$ cat src/rtl/i2c_pkg.sv
// rtl/i2c_pkg.sv - shared state type, counter sizing and half-period helper for the I2C clock blocks
package i2c_pkg;

  localparam int I2C_CNT_W = 12;

  typedef enum logic [1:0] {
    IDLE = 2'd0,
    LOW  = 2'd1,
    HIGH = 2'd2
  } scl_state_t;

  // Half-period in clk cycles: (sppr + 1) << (spr + 1), never less than 2
  function automatic logic [I2C_CNT_W-1:0] half_period(
    input logic [I2C_CNT_W-1:0] sppr,
    input logic [I2C_CNT_W-1:0] spr
  );
    logic [I2C_CNT_W-1:0] mult;
    mult = sppr + 1'b1;
    return mult << (spr + 1'b1);
  endfunction

endpackage

$ cat src/rtl/i2c_sync2.sv
// rtl/i2c_sync2.sv - generic two-flop synchroniser, resets to 1 (idle-high bus level)
module i2c_sync2 (
  input  logic clk_in,
  input  logic rst_in,
  input  logic d_in,
  output logic q_out
);

  logic meta;

  always_ff @(posedge clk_in or posedge rst_in) begin
    if (rst_in) begin
      meta  <= 1'b1;
      q_out <= 1'b1;
    end else begin
      meta  <= d_in;
      q_out <= meta;
    end
  end

endmodule

$ cat src/rtl/i2c_scl_gen.sv
// rtl/i2c_scl_gen.sv - 50% duty SCL generator with edge and mid-phase strobes
// Optional slave clock stretching is compiled in with macro SCL_STRETCH_EN.
module i2c_scl_gen
  import i2c_pkg::*;
#(
  parameter int SPPR_W = 3,
  parameter int SPR_W  = 3,
  parameter int CNT_W  = I2C_CNT_W
) (
  input  logic              clk_in,
  input  logic              rst_in,
  input  logic              enable_in,
  input  logic [SPPR_W-1:0] sppr_in,
  input  logic [SPR_W-1:0]  spr_in,
  input  logic              scl_in,
  output logic              scl_out,
  output logic              busy_out,
  output logic              fall_stb_out,
  output logic              rise_stb_out,
  output logic              drive_stb_out,
  output logic              sample_stb_out,
  output logic              stretch_out
);

  scl_state_t       state, state_nxt;
  logic [CNT_W-1:0] cnt, cnt_nxt, cnt_inc;
  logic [CNT_W-1:0] h_lat, h_nxt, h_calc, h_half, h_last;
  logic             scl_nxt, busy_nxt, fall_nxt, rise_nxt;
  logic             drive_nxt, sample_nxt, stretch_nxt;
  logic             hold;

  assign h_calc  = CNT_W'(half_period(I2C_CNT_W'(sppr_in), I2C_CNT_W'(spr_in)));
  assign h_half  = h_lat >> 1;
  assign h_last  = h_lat - 1'b1;
  assign cnt_inc = cnt + 1'b1;

`ifdef SCL_STRETCH_EN
  logic scl_sync;

  i2c_sync2 u_scl_sync (
    .clk_in (clk_in),
    .rst_in (rst_in),
    .d_in   (scl_in),
    .q_out  (scl_sync)
  );

  // The first two HIGH cycles are blind: the synchroniser still shows the old low level
  assign hold = (state == HIGH) && !scl_sync && (cnt >= CNT_W'(2));
`else
  logic unused_scl;
  assign unused_scl = scl_in;
  assign hold       = 1'b0;
`endif

  always_comb begin
    state_nxt   = state;
    cnt_nxt     = cnt;
    h_nxt       = h_lat;
    scl_nxt     = scl_out;
    fall_nxt    = 1'b0;
    rise_nxt    = 1'b0;
    drive_nxt   = 1'b0;
    sample_nxt  = 1'b0;
    stretch_nxt = 1'b0;
    unique case (state)
      IDLE: begin
        if (enable_in) begin
          state_nxt = LOW;
          cnt_nxt   = '0;
          h_nxt     = h_calc;
          scl_nxt   = 1'b0;
          fall_nxt  = 1'b1;
        end
      end
      LOW: begin
        if (cnt == h_last) begin
          state_nxt = HIGH;
          cnt_nxt   = '0;
          h_nxt     = h_calc;
          scl_nxt   = 1'b1;
          rise_nxt  = 1'b1;
        end else begin
          cnt_nxt   = cnt_inc;
          drive_nxt = (cnt_inc == h_half);
        end
      end
      HIGH: begin
        if (hold) begin
          stretch_nxt = 1'b1;
        end else if (cnt == h_last) begin
          cnt_nxt = '0;
          if (enable_in) begin
            state_nxt = LOW;
            h_nxt     = h_calc;
            scl_nxt   = 1'b0;
            fall_nxt  = 1'b1;
          end else begin
            state_nxt = IDLE;
          end
        end else begin
          cnt_nxt    = cnt_inc;
          sample_nxt = (cnt_inc == h_half);
        end
      end
      default: begin
        state_nxt = IDLE;
        cnt_nxt   = '0;
        scl_nxt   = 1'b1;
      end
    endcase
    busy_nxt = (state_nxt != IDLE);
  end

  always_ff @(posedge clk_in or posedge rst_in) begin
    if (rst_in) begin
      state          <= IDLE;
      cnt            <= '0;
      h_lat          <= CNT_W'(2);
      scl_out        <= 1'b1;
      busy_out       <= 1'b0;
      fall_stb_out   <= 1'b0;
      rise_stb_out   <= 1'b0;
      drive_stb_out  <= 1'b0;
      sample_stb_out <= 1'b0;
      stretch_out    <= 1'b0;
    end else begin
      state          <= state_nxt;
      cnt            <= cnt_nxt;
      h_lat          <= h_nxt;
      scl_out        <= scl_nxt;
      busy_out       <= busy_nxt;
      fall_stb_out   <= fall_nxt;
      rise_stb_out   <= rise_nxt;
      drive_stb_out  <= drive_nxt;
      sample_stb_out <= sample_nxt;
      stretch_out    <= stretch_nxt;
    end
  end

endmodule

$ cat config.mk
export PLATFORM = sky130hd
export DESIGN_NAME = i2c_scl_gen
export DESIGN_NICKNAME = d
export VERILOG_FILES = /design/src/rtl/i2c_pkg.sv /design/src/rtl/i2c_sync2.sv /design/src/rtl/i2c_scl_gen.sv
export SDC_FILE = /design/constraint.sdc
export NUM_CORES = 1
export LEC_CHECK = 0
export ABC_CLOCK_PERIOD_IN_PS = 3500
export CAP_MARGIN = 15
export CORE_MARGIN = 8
export CORE_UTILIZATION = 59
export DETAILED_ROUTE_END_ITERATION = 8
export MAX_ROUTING_LAYER = met4
export PLACE_DENSITY = 0.8
export REMOVE_ABC_BUFFERS = 1
export SLEW_MARGIN = 20
export SYNTH_ARGS = -nofsm -noshare
export SYNTH_HDL_FRONTEND = slang
export SYNTH_SLANG_ARGS = --single-unit
$ cat constraint.sdc
create_clock -name clk_in -period 3.5 [get_ports clk_in]
set_clock_uncertainty 0.05 [all_clocks]
set_input_delay 0.35 -clock clk_in [delete_from_list [all_inputs] [get_ports clk_in]]
set_output_delay 0.35 -clock clk_in [all_outputs]
set_load 0.01 [all_outputs]
==> Word-level counts from Yosys, hierarchy flattened <==
Index checks and enable logic that the tools add are counted.
{ "classes": {"muxes": 24, "addsub": 4, "n_eq_ne": 7, "shift": 1, "n_reduce_logical": 6} }
{ "ops": {"columns": ["op", "count"], "rows": [
  ["2-to-1 mux 12 bit", 5],
  ["case mux 12 bit (3 select lines)", 1],
  ["case mux 12 bit (2 select lines)", 1],
  ["adder 12 x 1 -> 12 bit, second input constant", 1],
  ["== test 12 x 11 -> 1 bit", 1],
  ["== test 12 bit", 1],
  ["left shift 4 x 4 -> 12 bit", 1],
  ["subtractor 12 x 1 -> 12 bit, second input constant", 1],
  ["2-to-1 mux 1 bit", 11],
  ["adder 3 x 1 -> 4 bit, second input constant", 2],
  ["2-to-1 mux 2 bit", 3],
  ["inequality test 2 bit, second input constant", 3],
  ["case mux 2 bit (3 select lines)", 1],
  ["case mux 1 bit (3 select lines)", 1],
  ["AND reduction 3 bit", 1],
  ["nonzero test 3 bit", 1],
  ["== test 2 x 1 -> 1 bit, second input constant", 1],
  ["== test 2 bit, second input constant", 1],
  ["zero test 2 bit", 1],
  ["case mux 1 bit (2 select lines)", 1],
  ["AND reduction 2 bit", 1],
  ["nonzero test 2 bit", 1],
  ["OR reduction 2 bit", 1]
]} }
{ "word_totals": {"word_cells": 51, "ff_bits": 32, "output_inout_bits": 7} }

==> Logic depth before layout (Yosys ltp) <==
{ "depth": {"word_depth": 5, "ltp_mapped": 11, "mapped_depth_nobuf": 9} }

==> Worst setup path after synthesis <==
Ideal clock, no wire load.
{ "synth_timing": {"path_type": "register -> register", "startpoint": "reg h_lat[5]", "endpoint": "reg h_lat[6]", "required_time_ns": 3.322, "arrival_ns": 2.883, "setup_slack_ns": 0.439, "period_less_slack_ns": 3.061, "setup_ns": 0.128, "path_stages_with_launch": 10, "path_buffers": 2, "path_cell_list": "dfrtp_1 clkbuf_1 or4_1 nor3_2 mux2_2 a31o_1 a211o_1 a221oi_4 buf_6 mux2_1"} }
{ "synth_via": {"elab_chain_cells": 4, "word_cells_on_any_way": 5, "classes_between": "add/sub (1); eq/ne (3); reduce/logical (1)"} }
{ "synth_rtl": {"columns": ["item", "line_no", "rtl"], "rows": [
  ["start: declaration", "i2c_scl_gen.sv:27", "logic [CNT_W-1:0] h_lat, h_nxt, h_calc, h_half, h_last;"],
  ["start signal: assignment", "i2c_scl_gen.sv:129", "h_lat <= h_nxt;"],
  ["subtractor 12 x 1 -> 12 bit *", "i2c_scl_gen.sv:34", "assign h_last = h_lat - 1'b1;"],
  ["== test 12 bit *", "i2c_scl_gen.sv:76, i2c_scl_gen.sv:90", null],
  ["inequality test 2 bit (no line)", null, null],
  ["AND reduction 3 bit (no line) *", null, null]
]} }
Every way passes the cells marked *; elsewhere a longest branch is shown, timed or not.
A chain may end at the register's enable or synchronous reset.

==> Worst setup path in the final report <==
{ "layout_timing": {"startpoint": "reg h_lat[0]", "endpoint": "reg h_lat[7]"} }
The elaborated chain is that of the path after synthesis.

==> reports/metrics.cfg <==
[cts]
clockRootBuffer = clkbuf_8
cts_tree = done
cts.sinks = 32
clock_latency_ns = 0.29
cts_buffers = 5
cts.clk_slew.worst_paths_ns = 0.07
post_cts_resized = 0
cts_setup_buffers = 0
cts_hold_buf = 0
clock_path_buffers = 2
htree_levels = 2

[critical_path]
crit_path_end = h_lat[7]$_DFFE_PP0P_
crit_arrival_ns = 3.28
rr_startpoint = h_lat[0]$_DFFE_PP0P_
startpoint_type = register
critPathLaunch = h_lat[0]$_DFFE_PP0P_
rr_worst_depth = 8
cp_max_fo = 11
required_ns = 3.61
reg2reg_to = h_lat[7]$_DFFE_PP0P_
critPathKind = reg2reg
endpoint_kind = register
r2r_setup_slack_ns = 0.34

[logic_synthesis]
synthCells = 293
yosysSeqAreaShare_pct = 31.89
yosys_warnings = 0
synth_cell_types = 54
synth_ff_type = dfrtp_1
synth-seq-cells = 32
synth.cell_area_um2 = 2519
synth_edf_count = 0
synth_area_per_cell_um2 = 8.596
async_flop_share_pct = 100.0

[timing]
max_slew_margin_pct = 54.19
timing.fmax_mhz = 316.1
totalNegativeSetupSlack_ns = 0
setup_violations = 0
max_slew.worst_pin.slew_ns = 0.6698
fin_crit_sh_pct = 90.39
finalMaxSlewViolations = 0
min_period_ns = 3.164
hold_viol = 0
rsz0062_at_grt = false

[placed_design]
port_buffers = 14
place_congestion = 0.8569
placed_area_um2 = 2693
dp_hpwl_mm = 4.128
place_inst = 347

[layout]
drive_gt1_share_pct = 9.477
fillers = 323
stdcell_area_um2 = 2805
layout.cells.non_filler = 356
syn2layout_area_growth_pct = 11.38
nNetsFinal = 323
n_antenna_cell = 0

[grt]
use_met2_pct = 28.88
gr-total-overflow = 0
gr-usage-all-layers_pct = 18.49
grt_pass1_vias = 2038
antenna_found_initial = 0
grt_pass1_wl_mm = 9.425
busiest_layer = met2
grt_start_max_net_pins = 20
grt.met3_usage_pct = 3.311
use_met1_pct = 23.06

[route]
vias_per_cell = 6.073
drc_errors = 0
totalWireLength_mm = 5.422
first_pass_iters = 4
ant_nets = 0
via_count = 2162
wl_per_cell_um = 15.23
drt_iter0_drc = 140

[power_and_ir_drop]
power_density_nw_per_um2 = 695.2
power.leakage_nw = 1.158
vdd.ir_drop.worst_uv = 342.6

[job]
max_cap_viol_count = 0

[hold_path]
hold_path.class = in2async

[floorplanning]
start_util_pct = 62.07
dieArea_um2 = 6615
core_um2 = 4058
die_h_um = 81.34
rows = 23
ios = 17
die_x_um = 81.34

[outcome]
status = finished, final reports clean

## power by group
| group | switching (W) | internal (W) |
|---|---|---|
| sequential | 0.000132 | 0.000470 |
| combinational | 0.000525 | 0.000531 |
| clock | 0.000136 | 0.000157 |
## area by class of cell
| cell class | count | area (um^2) | area share, % |
|---|---|---|---|
| sequential | 32 | 803.3 | 28.64 |
| inverter | 18 | 67.56 | 2.409 |
| tap | 50 | 62.56 | 2.230 |
| clock buffer | 6 | 82.58 | 2.944 |
| multi-input combinational | 225 | 1559 | 55.58 |
| timing repair buffer | 23 | 220.2 | 7.850 |
| clock inverter | 2 | 10.01 | 0.3568 |
## layout by cell type, fill, tap and decap left out, types with 8 or more instances in the layout
cell type	count
nor2_1	24
nand3_1	12
clkdlybuf4s50_1	14
inv_1	18
nand2_1	17
a21oi_1	10
o21ai_0	9
nand4_1	8
xor2_1	12
o22ai_1	8
xnor2_1	19
buf_4	8
dfrtp_1	30
a31oi_1	12
ha_1	8
## metal layers
| layer | up-vias | share of wire, % |
|---|---|---|
| met1 | 1039 | 46 |
| met3 | 8 | 2.8 |
| li1 | 1068 | - |
| met4 | 0 | 1.5 |
| met5 | - | 0 |
| met2 | 47 | 49 |
## state kept, by name (all words and copies together) (netlist names)
| name | count |
|---|---|
| busy_out | 1 |
| cnt | 12 |
| drive_stb_out | 1 |
| fall_stb_out | 1 |
| h_lat | 12 |
| rise_stb_out | 1 |
| sample_stb_out | 1 |
| scl_out | 1 |
| state | 2 |
## cell families (layout without fill, tap and decap cells)
family	count (synthesis)	in the layout	synth area share (%)
xor+xnor	31	31	10.78
compound gates	64	64	17.59
buf+inv	36	49	6.209
simple gates	104	104	22.11
fa+ha+maj	8	8	3.974
mux	17	17	7.303
flops	32	32	31.89
other cells	1	1	0.1489
## critical path, stage by stage, from the launching register on
cell,delay (ns)
dfrtp_1,0.44
or4_4,0.60
nor3_2,0.29
mux2_2,0.37
a31o_1,0.23
a211o_1,0.31
a221oi_4,0.28
buf_12,0.17
mux2_1,0.32
## worst min-delay path by stage
stage                        startpoint                     end  slack [ns]
finish                           rst_in      busy_out$_DFF_PP0_        0.40
global route                     rst_in  rise_stb_out$_DFF_PP0_        0.47
CTS                              rst_in      state[1]$_DFF_PP0_        0.41
detailed placement  scl_out$_DFFE_PP1P_     scl_out$_DFFE_PP1P_        0.45
global placement    scl_out$_DFFE_PP1P_     scl_out$_DFFE_PP1P_        0.44
floorplan                        rst_in      busy_out$_DFF_PP0_        0.41
## Yosys cell counts, types with 4 or more instances
master	count	area, um^2
a211o_1	4	35.03
a211oi_1	4	30.03
a21oi_1	10	50.05
a31oi_1	12	75.07
and2_1	7	43.79
clkbuf_1	11	41.29
dfrtp_1	30	750.7
ha_1	8	100.1
inv_1	18	67.56
mux2_1	7	78.83
mux2_2	4	45.04
mux2i_1	6	60.06
nand2_1	17	63.81
nand2b_1	6	37.54
nand3_1	12	60.06
nand4_1	8	50.05
nor2_1	24	90.09
nor2b_1	6	37.54
nor3_1	5	25.02
o21a_1	4	30.03
o21ai_0	9	45.04
o22ai_1	8	50.05
or3_1	5	31.28
xnor2_1	19	166.4
xor2_1	12	105.1
## per-stage QoR
stage	power (W)	hold WS [ns]	utilization [%]	worst slack (ns)
final	0.001950	0.3954	69.13	0.3363
after global routing	0.002109	0.4711	69.13	0.1147
after CTS	0.001919	0.4057	68.64	0.1722
after detailed placement	0.001619	0.4522	66.36	0.1711
after global placement	0.001595	0.4377	66.36	0.2253
after floorplan	0.001343	0.4147	-	0.1361
(Power assumes the default switching activity.)
